**src/rtl/sp_req_arbiter.sv**
```systemverilog
// Scratchpad request arbiter: round-robin MLS/GEMM onto one FIFO write port, packs 38-bit words, fences new-weight GEMM ops.
// Latency: 0 cycles (grant, ready, sp_wen and sp_wdata combinational from valid); state updates on the next CLK edge.
// Backpressure: sp_full stalls every push; loads also stall at MAX_LD outstanding, and MLS stalls entirely while fenced.
// Ports: CLK/nRST; mls_* and gemm_* request channels (valid held until ready); gemm_flush aborts a fence;
//        sp_full/sp_wen/sp_wdata FIFO write side; sp_ld_done load completion pulse;
//        ld_outstanding, fence_busy and arb_err for status.
module sp_req_arbiter #(
  parameter int MAX_LD = 4,
  parameter int CNT_W  = $clog2(MAX_LD + 1)
) (
  input  logic             CLK,
  input  logic             nRST,
  input  logic             mls_valid,
  output logic             mls_ready,
  input  logic [1:0]       mls_ls,
  input  logic [3:0]       mls_rd,
  input  logic [31:0]      mls_addr,
  input  logic             gemm_valid,
  output logic             gemm_ready,
  input  logic             gemm_new_weight,
  input  logic [15:0]      gemm_sel,
  input  logic             gemm_flush,
  input  logic             sp_full,
  output logic             sp_wen,
  output logic [37:0]      sp_wdata,
  input  logic             sp_ld_done,
  output logic [CNT_W-1:0] ld_outstanding,
  output logic             fence_busy,
  output logic             arb_err
);

  typedef enum logic {ST_RUN, ST_FENCE} state_t;

  state_t           state, state_nxt;
  logic             rr_last;      // 1: GEMM pushed last, 0: MLS pushed last
  logic [CNT_W-1:0] ld_cnt;

  logic mls_ld, mls_st, mls_ill;
  logic mls_elig, gemm_elig;
  logic mls_grant, gemm_grant;
  logic ld_inc, ld_dec;

  // Request decode and eligibility
  always_comb begin
    mls_ld  = mls_valid && (mls_ls == 2'b01);
    mls_st  = mls_valid && (mls_ls == 2'b10);
    // Illegal encodings are swallowed regardless of fence or FIFO state so
    // a misbehaving MLS cannot wedge the port.
    mls_ill = mls_valid && ((mls_ls == 2'b00) || (mls_ls == 2'b11));

    mls_elig  = !sp_full && (state == ST_RUN) &&
                ((mls_ld && (ld_cnt < CNT_W'(MAX_LD))) || mls_st);
    // A flush cycle never grants GEMM: the flushed op is being abandoned.
    gemm_elig = !sp_full && gemm_valid && !gemm_flush &&
                (!gemm_new_weight || (ld_cnt == '0));

    // On a tie the side that did not push last wins.
    mls_grant  = mls_elig && (!gemm_elig || rr_last);
    gemm_grant = gemm_elig && !mls_grant;

    ld_inc = mls_grant && mls_ld;
    // Completion with nothing outstanding is a protocol error, not a decrement.
    ld_dec = sp_ld_done && (ld_cnt != '0);
  end

  // State register
  always_ff @(posedge CLK or negedge nRST) begin
    if (!nRST) begin
      state <= ST_RUN;
    end else begin
      state <= state_nxt;
    end
  end

  // Next-state logic
  always_comb begin
    state_nxt = state;
    case (state)
      ST_RUN: begin
        // ld_cnt != 0 already implies the new-weight GEMM was not granted.
        if (gemm_valid && gemm_new_weight && (ld_cnt != '0) && !gemm_flush)
          state_nxt = ST_FENCE;
      end
      ST_FENCE: begin
        if (gemm_flush || !gemm_valid || gemm_grant)
          state_nxt = ST_RUN;
      end
      default: state_nxt = ST_RUN;
    endcase
  end

  // Outputs
  always_comb begin
    mls_ready      = mls_grant || mls_ill;
    gemm_ready     = gemm_grant;
    sp_wen         = mls_grant || gemm_grant;
    sp_wdata       = '0;
    if (mls_grant)
      sp_wdata = {mls_ls, mls_rd, mls_addr};
    else if (gemm_grant)
      sp_wdata = {2'b11, gemm_new_weight, 3'b000, 16'h0000, gemm_sel};
    arb_err        = mls_ill || (sp_ld_done && (ld_cnt == '0));
    fence_busy     = (state == ST_FENCE);
    ld_outstanding = ld_cnt;
  end

  // Round-robin pointer and outstanding-load counter
  always_ff @(posedge CLK or negedge nRST) begin
    if (!nRST) begin
      rr_last <= 1'b1;
      ld_cnt  <= '0;
    end else begin
      if (gemm_flush)
        rr_last <= 1'b1;
      else if (mls_grant)
        rr_last <= 1'b0;
      else if (gemm_grant)
        rr_last <= 1'b1;

      case ({ld_inc, ld_dec})
        2'b10:   ld_cnt <= ld_cnt + CNT_W'(1);
        2'b01:   ld_cnt <= ld_cnt - CNT_W'(1);
        default: ld_cnt <= ld_cnt;
      endcase
    end
  end

endmodule

```
**config.mk**
```make
export PLATFORM = sky130hd
export DESIGN_NAME = sp_req_arbiter
export DESIGN_NICKNAME = d
export VERILOG_FILES = /design/src/rtl/sp_req_arbiter.sv
export SDC_FILE = /design/constraint.sdc
export NUM_CORES = 1
export LEC_CHECK = 0
export BUFFER_PORTS_ARGS = -buffer_cell sky130_fd_sc_hd__buf_4
export CAP_MARGIN = 20
export CELL_PAD_IN_SITES_DETAIL_PLACEMENT = 1
export CELL_PAD_IN_SITES_GLOBAL_PLACEMENT = 1
export CORE_ASPECT_RATIO = 1.25
export CORE_UTILIZATION = 19
export DETAILED_ROUTE_END_ITERATION = 6
export GPL_ROUTABILITY_DRIVEN = 0
export HOLD_SLACK_MARGIN = 0.05
export PLACE_DENSITY_LB_ADDON = 0.1
export SYNTH_ARGS = -nofsm -noshare
export SYNTH_HDL_FRONTEND = slang
export SYNTH_SLANG_ARGS = --single-unit
```
**constraint.sdc**
```tcl
create_clock -name CLK -period 7.1 [get_ports CLK]
set_input_delay 0.71 -clock CLK [delete_from_list [all_inputs] [get_ports CLK]]
set_output_delay 0.71 -clock CLK [all_outputs]
set_load 0.02 [all_outputs]
```
==> impl_metrics.env <==
export IMPL_synth_nets=148
export IMPL_die_w_um=57.2
export IMPL_numPortBuffers=107
export IMPL_max_freq_mhz=330
export IMPL_syn_avg_cell_area_sq_um=8.82
export IMPL_area_delta_synth_final_pct=121
export IMPL_vias=1054
export IMPL_antenna_found_initial=0
export IMPL_ff2ff_path_depth=10
export IMPL_gr_total_overflow=0
export IMPL_worstSetupStartpointType="input pin"
export IMPL_core_area_sq_mm=0.00357
export IMPL_synth_top_area_share=0.218
export IMPL_path_buf_inv=2
export IMPL_drc=10
export IMPL_hold_path_class="in2async"
export IMPL_ir_drop_v=0.000118
export IMPL_regToRegSetupSlack_ns=4.58
export IMPL_nFillCells=457
export IMPL_rows=24
export IMPL_cpLargestDelayFamily="simple AND/OR/NAND/NOR gates"
export IMPL_slew_violations=0
export IMPL_syn_area_sq_um=723
export IMPL_routed_via_density=4.64
export IMPL_synthCells=82
export IMPL_yosysWarnings=0
export IMPL_synth_simple_gate_area_frac=0.265
export IMPL_dieArea_sq_mm=0.00406
export IMPL_ys_ff_latch=5
export IMPL_crit_fanout=20
export IMPL_rr_endpoint="ld_outstanding[2]"
export IMPL_drive_gt1_frac=0.633
export IMPL_rsz0062_at_grt="no"
export IMPL_post_cts_resized=0
export IMPL_dp_cells=223
export IMPL_cts_clk_slew_worst_paths_ns=0.04
export IMPL_ant_nets=0
export IMPL_clk_latency_ns=0.22
export IMPL_place_hpwl_um=2760
export IMPL_synthXorXnorAreaFrac=0.0363
export IMPL_fin_crit_sh=0.427
export IMPL_synth_area_top_cells="a22o_1 (22%), and2_1 (16%), dfrtp_1 (14%)"
export IMPL_ys_types=28
export IMPL_drt_initial_drc_count=48
export IMPL_ys_flop_type="dfrtp_1"
export IMPL_num_antenna_cells=0
export IMPL_total_power_w=0.000263
export IMPL_maxCapViolCount=0
export IMPL_clockBufferDepth=2
export IMPL_fin_tns_setup_ns=0
export IMPL_hold_violations=0
export IMPL_die_h_um=71.0
export IMPL_cts_tree="built"
export IMPL_max_slew_margin=0.649
export IMPL_synth_fa_ha_area_frac=0.0796
export IMPL_crit_chain="buf_4 > or2b_2 > or3_4 > a21oi_4 > a22o_1 > buf_4"
export IMPL_clock_skew_ns=0.00176
export IMPL_final_setup_viol_count=0
export IMPL_r2r_start="ld_outstanding[1]"
export IMPL_crit_arrival_ns=2.32
export IMPL_fin_crit_ns=3.03
export IMPL_slowest_stage="a21oi_4"
export IMPL_required_ns=6.39
export IMPL_async_flop_share=1.00
export IMPL_postCtsSetupRepairBufs=0
export IMPL_postCtsHoldBufs=0
export IMPL_synth_compound_area_frac=0.330
export IMPL_dr_pass1_iters=6
export IMPL_path_depth=6
export IMPL_cp_endpoint="sp_wdata[4]"
export IMPL_grt_pass1_wl_um=4910
export IMPL_grt_use_total=0.151
export IMPL_totalWireLength_um=3200
export IMPL_worstMarginPinSlew_ns=0.525
export IMPL_outcome="finished, violations left"
export IMPL_cts_buffers=3
export IMPL_cts_sinks=5
export IMPL_grt_max_degree=29
export IMPL_synth_edf_count=0
export IMPL_initial_utilization=0.202
export IMPL_io_pins=108
export IMPL_instances_no_fill=227
export IMPL_grt_pass1_vias=1057
export IMPL_synth_top_family_by_area="compound AO/OA/AOI/OAI gates"
export IMPL_p_leak_nw=0.898
export IMPL_crit_path_end_kind="output port"
export IMPL_synthMuxAreaShare=0.0138
export IMPL_p_per_area_mw_per_mm2=165
export IMPL_cts_max_level=1
export IMPL_clockRootBuffer="clkbuf_8"
export IMPL_post_route_util=0.447
export IMPL_synth_top_area_cell="a22o_1"
export IMPL_num_nets_final=255
export IMPL_stdcell_area_sq_mm=0.00160
export IMPL_cpMostUsedCell="buf_4"
export IMPL_wl_per_cell_um=14.1
export IMPL_dpl_instance_area_sq_mm=0.00155
export IMPL_crit_start="gemm_flush"
export IMPL_critical_path_class="in2out"
export IMPL_yosysSeqAreaShare=0.175
export IMPL_max_stage_delay_ns=0.44
export IMPL_violations="design-rule violations"
through the flow:
step | worst slack, ns | hold WS [ns]
CTS | 4.06 | 0.283
global route | 3.92 | 0.282
finish | 4.07 | 0.284
global placement | 3.72 | 0.514
detailed placement | 4.06 | 0.516
floorplan | 4.46 | 0.414
state kept, by name, summed over array words and instances, names as in the netlist:
register / count
fence_busy: 1
ld_outstanding: 3
rr_last: 1
placed cells by master, fill, tap and decap left out, types with 2 or more instances in the layout:
cell type	n
inv_1	5
dfrtp_1	4
and2_1	19
clkbuf_8	3
nand2_1	2
nor2b_1	2
ha_1	3
nor2_1	3
a22o_1	18
a21o_2	2
xor2_1	2
buf_4	107
synth_stat cells (2+ instances only):
cell / count
buf_6: 4
a21o_2: 2
xor2_1: 2
nor2_1: 4
and2_1: 19
inv_1: 5
nor2b_1: 2
nand2_1: 2
ha_1: 3
a22o_1: 18
dfrtp_1: 4
routing by layer:
| metal | up-vias | routed length [um] | track usage |
|---|---|---|---|
| met3 | 0 | 340 | 0.0347 |
| li1 | 503 | - | - |
| met4 | 0 | 0 | 0.0325 |
| met2 | 55 | 1830 | 0.308 |
| met1 | 496 | 1030 | 0.149 |
| met5 | - | 0 | 0 |
where the power goes:
part / switching [W] / internal, W
registers: 0.0000146 / 0.0000394
clock network: 0.0000135 / 0.0000385
logic: 0.0000771 / 0.0000803
final cells by class:
cell class	instances	area, sq um	share of cell area
clock buffer	4	45.0	0.0282
tap	39	48.8	0.0306
multi-input combinational	66	527	0.330
sequential	5	126	0.0792
inverter	5	18.8	0.0118
timing repair buffer	108	831	0.520
worst min-delay path by stage:
stage / slack (ns) / end / cells after the start
6_report: 0.28 / ld_outstanding[1] / 1
5_1_grt: 0.28 / ld_outstanding[0] / 1
4_1_cts: 0.28 / ld_outstanding[1] / 1
3_3_place_gp: 0.51 / ld_outstanding[0] / 1
3_5_place_dp: 0.52 / ld_outstanding[0] / 1
2_1_floorplan: 0.41 / fence_busy / 0
kinds of logic after synthesis:
logic type | after synthesis
AOI/OAI and AO/OA | 27
xor gates and xnor gates | 3
and+or+nand+nor | 31
DFF | 5
buffers and inverters | 11
muxes | 1
adders and majority gates | 4
worst register-to-register path, cell delays in order (launching register included):
cell and delay (ns):
dfrtp_1 0.41, o31a_1 0.36, nor4_2 0.32, nor2_2 0.17, nand2_1 0.11, ha_1 0.18
inv_1 0.06, fa_1 0.38, xor2_1 0.15, nor2_1 0.13, xor2_1 0.17
Power figures use the tool's default switching activity.
